<file path="src/rtl/spim_burst_if.sv">
// CPU-side register bus of the burst SPI master (I/O decoder <-> spim_burst).
`timescale 1ns/1ps
interface spim_burst_if;
  // Handshake: the CPU raises reg_xfer_we (with reg_di/reg_len stable) and holds
  // it; the core answers with reg_wait high until the single cycle in which the
  // burst is done, when reg_do is valid and the CPU may drop reg_xfer_we. A new
  // burst needs reg_xfer_we to go low and high again. reg_ctrl_we is a
  // one-cycle strobe, accepted only while the core is idle.
  logic        reg_xfer_we;
  logic [1:0]  reg_len;
  logic        reg_ctrl_we;
  logic [31:0] reg_di;
  logic [31:0] reg_do;
  logic        reg_wait;
  logic        busy;

  modport master (
    output reg_xfer_we, reg_len, reg_ctrl_we, reg_di,
    input  reg_do, reg_wait, busy
  );

  modport slave (
    input  reg_xfer_we, reg_len, reg_ctrl_we, reg_di,
    output reg_do, reg_wait, busy
  );
endinterface

</file>
<file path="src/rtl/spim_burst.sv">
// Burst SPI master: 1..MAX_BYTES bytes per CPU access, programmable SCK divider,
// software chip selects. Define SPIM_MODE_EN to honour CPOL/CPHA; otherwise mode 0.
`timescale 1ns/1ps
module spim_burst #(
  parameter int MAX_BYTES = 4,
  parameter int DIV_RESET = 2,
  parameter int NUM_CS    = 1
) (
  input  logic              clk,
  input  logic              resetn,
  spim_burst_if.slave       bus,
  output logic              sck,
  output logic              mosi,
  input  logic              miso,
  output logic [NUM_CS-1:0] cs_n,
  output logic [2:0]        dbg_state
);

  typedef enum logic [2:0] {
    S_IDLE  = 3'd0,
    S_LOAD  = 3'd1,
    S_SHIFT = 3'd2,
    S_NEXT  = 3'd3,
    S_DONE  = 3'd4
  } state_t;

  localparam logic [1:0] LEN_MAX  = 2'(MAX_BYTES - 1);
  localparam logic [7:0] DIV_INIT = 8'(DIV_RESET);

  state_t            state, state_nx;
  logic              xfer_armed, xfer_req, ctrl_wr;
  logic [7:0]        div_q, div_eff, div_cnt;
  logic [NUM_CS-1:0] cs_q;
  logic              cpol, cpha;
  logic [3:0]        phase;
  logic              phase_end, last_phase, lead, trail, shift_ev, sample_ev;
  logic [1:0]        len_q, len_eff, byte_k, byte_k_nx;
  logic [31:0]       tx_data, rx_word;
  logic [7:0]        tx_sr, rx_sr, nx_byte;

  // The arm flag records "request was low last cycle" and resets to 0, so a
  // level still high when reset releases never starts a burst.
  assign xfer_req  = bus.reg_xfer_we & xfer_armed;
  assign ctrl_wr   = bus.reg_ctrl_we & (state == S_IDLE);
  assign len_eff   = (bus.reg_len > LEN_MAX) ? LEN_MAX : bus.reg_len;
  assign div_eff   = (div_q == 8'd0) ? 8'd1 : div_q;

  assign phase_end  = (state == S_SHIFT) && (div_cnt == div_eff - 8'd1);
  assign last_phase = (phase == 4'd15);
  assign lead       = phase_end & ~phase[0];
  assign trail      = phase_end & phase[0];
  // CPHA=0 presents bit 7 at load and shifts on trailing edges; CPHA=1 shifts on leading edges.
  assign shift_ev   = cpha ? lead : (trail & ~last_phase);
  assign sample_ev  = cpha ? trail : lead;

  assign byte_k_nx  = byte_k + 2'd1;
  assign nx_byte    = tx_data[{byte_k_nx, 3'b000} +: 8];

`ifdef SPIM_MODE_EN
  always_ff @(posedge clk) begin
    if (!resetn) begin
      cpol <= 1'b0;
      cpha <= 1'b0;
    end else if (ctrl_wr) begin
      cpol <= bus.reg_di[8];
      cpha <= bus.reg_di[9];
    end
  end
`else
  assign cpol = 1'b0;
  assign cpha = 1'b0;
`endif

  always_ff @(posedge clk) begin
    if (!resetn) state <= S_IDLE;
    else         state <= state_nx;
  end

  always_comb begin
    state_nx = state;
    case (state)
      S_IDLE:  if (xfer_req) state_nx = S_LOAD;
      S_LOAD:  state_nx = S_SHIFT;
      S_SHIFT: if (phase_end && last_phase) state_nx = S_NEXT;
      S_NEXT:  state_nx = (byte_k < len_q) ? S_SHIFT : S_DONE;
      S_DONE:  state_nx = S_IDLE;
      default: state_nx = S_IDLE;
    endcase
  end

  always_comb begin
    bus.busy     = (state != S_IDLE);
    bus.reg_wait = bus.reg_xfer_we & (state != S_DONE);
    sck          = cpol ^ ((state == S_SHIFT) & phase[0]);
    dbg_state    = state;
  end

  always_ff @(posedge clk) begin
    if (!resetn) begin
      xfer_armed <= 1'b0;
      div_q      <= DIV_INIT;
      cs_q       <= '1;
      tx_data    <= '0;
      rx_word    <= '0;
      tx_sr      <= '0;
      rx_sr      <= '0;
      mosi       <= 1'b1;
      phase      <= '0;
      div_cnt    <= '0;
      len_q      <= '0;
      byte_k     <= '0;
    end else begin
      xfer_armed <= ~bus.reg_xfer_we;
      if (ctrl_wr) begin
        div_q <= bus.reg_di[7:0];
        cs_q  <= bus.reg_di[16 +: NUM_CS];
      end
      if (sample_ev) rx_sr <= {rx_sr[6:0], miso};
      if (shift_ev) begin
        mosi  <= tx_sr[7];
        tx_sr <= {tx_sr[6:0], 1'b0};
      end
      if (state == S_SHIFT) begin
        if (phase_end) begin
          div_cnt <= '0;
          phase   <= phase + 4'd1;
        end else begin
          div_cnt <= div_cnt + 8'd1;
        end
      end
      if (state == S_LOAD) begin
        tx_data <= bus.reg_di;
        len_q   <= len_eff;
        byte_k  <= '0;
        rx_word <= '0;
        phase   <= '0;
        div_cnt <= '0;
        if (cpha) begin
          tx_sr <= bus.reg_di[7:0];
        end else begin
          mosi  <= bus.reg_di[7];
          tx_sr <= {bus.reg_di[6:0], 1'b0};
        end
      end
      if (state == S_NEXT) begin
        rx_word[{byte_k, 3'b000} +: 8] <= rx_sr;
        if (byte_k < len_q) begin
          byte_k  <= byte_k_nx;
          phase   <= '0;
          div_cnt <= '0;
          if (cpha) begin
            tx_sr <= nx_byte;
          end else begin
            mosi  <= nx_byte[7];
            tx_sr <= {nx_byte[6:0], 1'b0};
          end
        end
      end
    end
  end

  assign cs_n       = cs_q;
  assign bus.reg_do = rx_word;

endmodule

</file>
<file path="src/flat_wrapper.sv">
// flat-port wrapper written by rule: the top's interface ports become plain ports
module spim_burst_flat 
#(
  parameter int MAX_BYTES = 4,
  parameter int DIV_RESET = 2,
  parameter int NUM_CS    = 1
)
  (clk, resetn, sck, mosi, miso, cs_n, dbg_state, bus_reg_xfer_we, bus_reg_len, bus_reg_ctrl_we, bus_reg_di, bus_reg_do, bus_reg_wait, bus_busy);
  spim_burst_if bus_i ();
  input  logic clk;
  input  logic resetn;
  output logic sck;
  output logic mosi;
  input  logic miso;
  output logic [NUM_CS-1:0] cs_n;
  output logic [2:0] dbg_state;
  input wire logic [$bits(bus_i.reg_xfer_we)-1:0] bus_reg_xfer_we;
  input wire logic [$bits(bus_i.reg_len)-1:0] bus_reg_len;
  input wire logic [$bits(bus_i.reg_ctrl_we)-1:0] bus_reg_ctrl_we;
  input wire logic [$bits(bus_i.reg_di)-1:0] bus_reg_di;
  output wire logic [$bits(bus_i.reg_do)-1:0] bus_reg_do;
  output wire logic [$bits(bus_i.reg_wait)-1:0] bus_reg_wait;
  output wire logic [$bits(bus_i.busy)-1:0] bus_busy;
  assign bus_i.reg_xfer_we = bus_reg_xfer_we;
  assign bus_i.reg_len = bus_reg_len;
  assign bus_i.reg_ctrl_we = bus_reg_ctrl_we;
  assign bus_i.reg_di = bus_reg_di;
  assign bus_reg_do = bus_i.reg_do;
  assign bus_reg_wait = bus_i.reg_wait;
  assign bus_busy = bus_i.busy;
  spim_burst #(.MAX_BYTES(MAX_BYTES), .DIV_RESET(DIV_RESET), .NUM_CS(NUM_CS)) u_core (.clk(clk), .resetn(resetn), .bus(bus_i), .sck(sck), .mosi(mosi), .miso(miso), .cs_n(cs_n), .dbg_state(dbg_state));
endmodule
</file>
<file path="config.mk">
export PLATFORM = sky130hd
export DESIGN_NAME = spim_burst_flat
export DESIGN_NICKNAME = d
export VERILOG_FILES = /design/src/rtl/spim_burst_if.sv /design/src/rtl/spim_burst.sv /design/src/flat_wrapper.sv
export SDC_FILE = /design/constraint.sdc
export NUM_CORES = 1
export LEC_CHECK = 0
export CAP_MARGIN = 20
export CELL_PAD_IN_SITES_DETAIL_PLACEMENT = 0
export CELL_PAD_IN_SITES_GLOBAL_PLACEMENT = 1
export CORE_MARGIN = 2
export CORE_UTILIZATION = 38
export CTS_BUF_LIST = sky130_fd_sc_hd__clkbuf_2
export DETAILED_ROUTE_END_ITERATION = 10
export PLACE_DENSITY = 0.85
export SETUP_SLACK_MARGIN = 0.02
export SLEW_MARGIN = 10
export SYNTH_ARGS = -nofsm -noshare
export SYNTH_HDL_FRONTEND = slang
export SYNTH_SLANG_ARGS = --single-unit
</file>
<file path="constraint.sdc">
create_clock -name clk -period 2.85 [get_ports clk]
set_clock_uncertainty 0.05 [all_clocks]
set_input_delay 0.57 -clock clk [delete_from_list [all_inputs] [get_ports clk]]
set_output_delay 0.57 -clock clk [all_outputs]
set_load 0.02 [all_outputs]
</file>
==> impl_results.md, run 1 <==
* Chip Height at between 100 and 150 um
* Mean post-synth cell area at 9.17 um2
* Worst slew pin tran at 0.734 ns
* Via-per-instance ratio at 5.12
* Number of enable flip-flop cells after synthesis at 0
* CTS Buf Count at 9
* Die area at 14200 um2
* Count leader, synth: dfxtp_1
* Hold Path Depth at 2
* Layout cells sized above 1 at 11.7%
* Yosys reg bits at 110
* Kind of critical path: reg -> reg
* Final HPWL DP at around 8300 um
* Post-Syn Nets at about 600
* Comb power frac at 10.5%
* Number of detailed-route iterations in the first pass at 4
* CTS tree: yes
* Worst slew margin at between 50% and 60%
* Bufs on Longest Clock Path at 2
* Clock Pin Slew Worst Setup and Hold Paths at 0.32 ns
* Post-Syn Area at 5020 um2
* Synth cell types at 48
* Post-CTS Hold Fix Bufs at 0
* FF-to-FF path depth at 13
* Initial Utilization at 38.4%
* Part of the power in the clock network at 26.8%
* CTS root buffer: clkbuf_2
* Rows at between 40 and 50
* Final setup vio count at 0
* HP Class: in -> reg
* Gr usage total at between 10% and 20%
* Via count at 4134
* WL final at ~12000 um
* Nets@finish at 677
* CP startpoint kind: flip-flop
* Gate Count Post-Synth at 548
* RSZ-0062 raised after global routing: true
* PD cells at 406 nW/um2
* Global-route wire length before repair at about 19000 um
* Final Hold Viols at 0
* Peak supply drop at around 0.19 mV
* Minimum clock period at roughly 2.7 ns
* Sw frac at 27.2%
* Global route overflow at 0
* Switching power total at 688 uW
* Top cell type by total area after synthesis: dfxtp_1
* Synth top area share at 43.8%
* Initial antenna violation count at 0
* Drt drc at 0
* Antenna Cells at 0
* Drt wl/cell at 14.4 um
* Sequential share of the synthesized area at 43.8%
* Clk sink count at 110
* Die Span X at 119 um
* Max Clock Freq at 365 MHz
* YS warnings at 0
* Status: finished clean
* Most common library cells after synthesis: 110 x dfxtp_1, 102 x nand2_1, 46 x a21boi_0
* CP Capture Type: flip-flop
* Fin crit share at 96.3%
* Slew Limit Fails at 0
* Depth of the CTS H-tree at 3
* Cell internal pwr at 1840 uW
* Synth area leaders: dfxtp_1 44%, nand2_1 7.6%, a21boi_0 6.9%
* PnR worst setup slack at 0.107 ns
* Number of port buffers at just under 80
* Worst skew pair latency at 0.59 ns
* Max_cap viols at 0
* Critical path arrival at 3.20 ns
* Worst EP required at 3.30 ns
* Finished Layout Cells at between 800 and 900
* Number of DRC markers in iteration 0 at 295
* Static leakage at 0.00220 uW
* Post-placement worst setup slack at 0.0142 ns
* Reg power frac at 62.8%
* I/O Pins at 79
* Via count of the first global-routing pass at approximately 3.9k
* Worst-path maximum fanout at 5
* Largest net degree at the start of global routing at 73
* GPL Wtd Cong at about 0.86
* Area Overhead vs Synth at 23.9%
* Synth Flop Type: dfxtp_1
* Antenna Violating Nets Remaining at 0
* Core Area at 13100 um2
* Dpl cells at 788
* Asr flop ratio synth at 0%
[sequential cells by signal, indices dropped and copies added (netlist names)]
name,count
u_core.mosi,1
u_core.bus.reg_do,32
u_core.tx_sr,8
u_core.div_q,8
u_core.dbg_state,3
u_core.cs_n,1
u_core.tx_data,32
u_core.rx_sr,8
u_core.byte_k,2
u_core.div_cnt,8
u_core.xfer_armed,1
u_core.phase,4
u_core.len_q,2
[cells in the final DEF, fill, tap and decap left out, types with 3 or more instances in the layout]
cell type,instances
a211oi_1,3
a21boi_0,46
a21oi_1,8
a22oi_1,28
and2_1,9
and3_1,8
buf_4,22
clkbuf_2,11
clkdlybuf4s50_1,76
clkinv_4,3
dfxtp_1,106
ha_1,9
inv_1,12
mux2i_1,22
mux4_2,8
nand2_1,101
nand2b_1,3
nand3_1,18
nand4_1,9
nor2_1,12
nor2b_1,41
nor3_1,6
nor3_2,4
nor4_2,5
o21ai_0,6
o221ai_1,4
xnor2_1,5
xor2_1,8
[cell type report]
type | count | area [um2]
multi-input combinational | 393 | 2690
sequential | 110 | 2210
tap | 176 | 220
clock inverter | 6 | 53.8
clock buffer | 10 | 50.0
inverter | 12 | 45.0
timing repair buffer | 101 | 956
fill | 1241 | 6860
[power by group through the flow]
| stage | Sequential, uW | Clock (uW) | Combinational [uW] |
|---|---|---|---|
| floorplan | 1620 | 0 | 147 |
| global placement | 1610 | 0 | 257 |
| detailed placement | 1610 | 0 | 260 |
| CTS | 1590 | 700 | 261 |
| global route | 1590 | 752 | 291 |
| finish | 1590 | 678 | 264 |
[critical path, cell delays in order (launching register included)]
cell and delay (ns):
dfxtp_2 0.41, nor4_4 0.28, a21oi_1 0.11, ha_2 0.20, xnor2_1 0.12, a21o_1 0.19
o21ai_2 0.13, nand4_1 0.13, nor3_2 0.21, ha_2 0.27, nand2_4 0.10, mux2i_1 0.17
o221ai_1 0.12, and2_1 0.17
[what timing repair did]
item,4_1_cts,5_1_grt
gates cloned,0,1
resized for setup,4,14
pin swaps,0,5
buffers inserted,0,3
setup endpoints to repair,8,10
[cell families (layout without fill, tap and decap cells)]
group                    count (synthesis)  in the layout  share of synthesized area, %
buffers and inverters                   46            129                          3.79
adder cells (fa/ha/maj)                 11             11                          2.74
XOR/XNOR                                13             13                          2.27
multiplexers                            30             30                          7.97
flip-flops                             110            110                          43.8
AND/OR/NAND/NOR                        227            228                          23.2
AO/OA/AOI/OAI                          111            111                          16.2
[per-stage QoR]
stage / cell area (um2) / TNS, ns / utilization (%) / hold WS [ns] / power (uW)
finish: 6220 / 0 / 47.6 / 0.363 / 2530
global route: 6220 / -0.0662 / 47.6 / 0.301 / 2640
CTS: 6170 / 0 / 47.2 / 0.312 / 2550
detailed placement: 6060 / 0 / 46.3 / 0.400 / 1870
global placement: 6060 / 0 / 46.3 / 0.401 / 1870
floorplan: 5050 / 0 / - / 0.383 / 1760
[routing by layer]
layer  up-vias  global-route usage, %  share of wire [%]
met5         -                      0                  0
met2        79                   26.3                 46
met3        14                   3.69                4.0
met4         0                   4.84                1.8
met1      1965                   22.0                 48
li1       2076                      -                  -
[worst paths after layout]
check,from,endpoint,slack (ns)
setup / recovery,u_core.div_q[5]$_SDFFE_PN0P_,u_core.tx_sr[7]$_SDFF_PN0_,0.11
setup reg to reg,u_core.div_q[5]$_SDFFE_PN0P_,u_core.tx_sr[7]$_SDFF_PN0_,0.11
hold / removal,resetn,u_core.tx_data[27]$_SDFFE_PN0P_,0.36
hold reg to reg,u_core.xfer_armed$_SDFF_PN0_,u_core.dbg_state[0]$_SDFFE_PN0P_,0.43
Note: power is estimated with default switching activity, not from simulation.
==> inputs of run 2 (changes only) <==
- ABC_CLOCK_PERIOD_IN_PS: default -> 2850
==> results of run 2 <==
The final DEF is identical to that of run 1; final timing and power are the same.
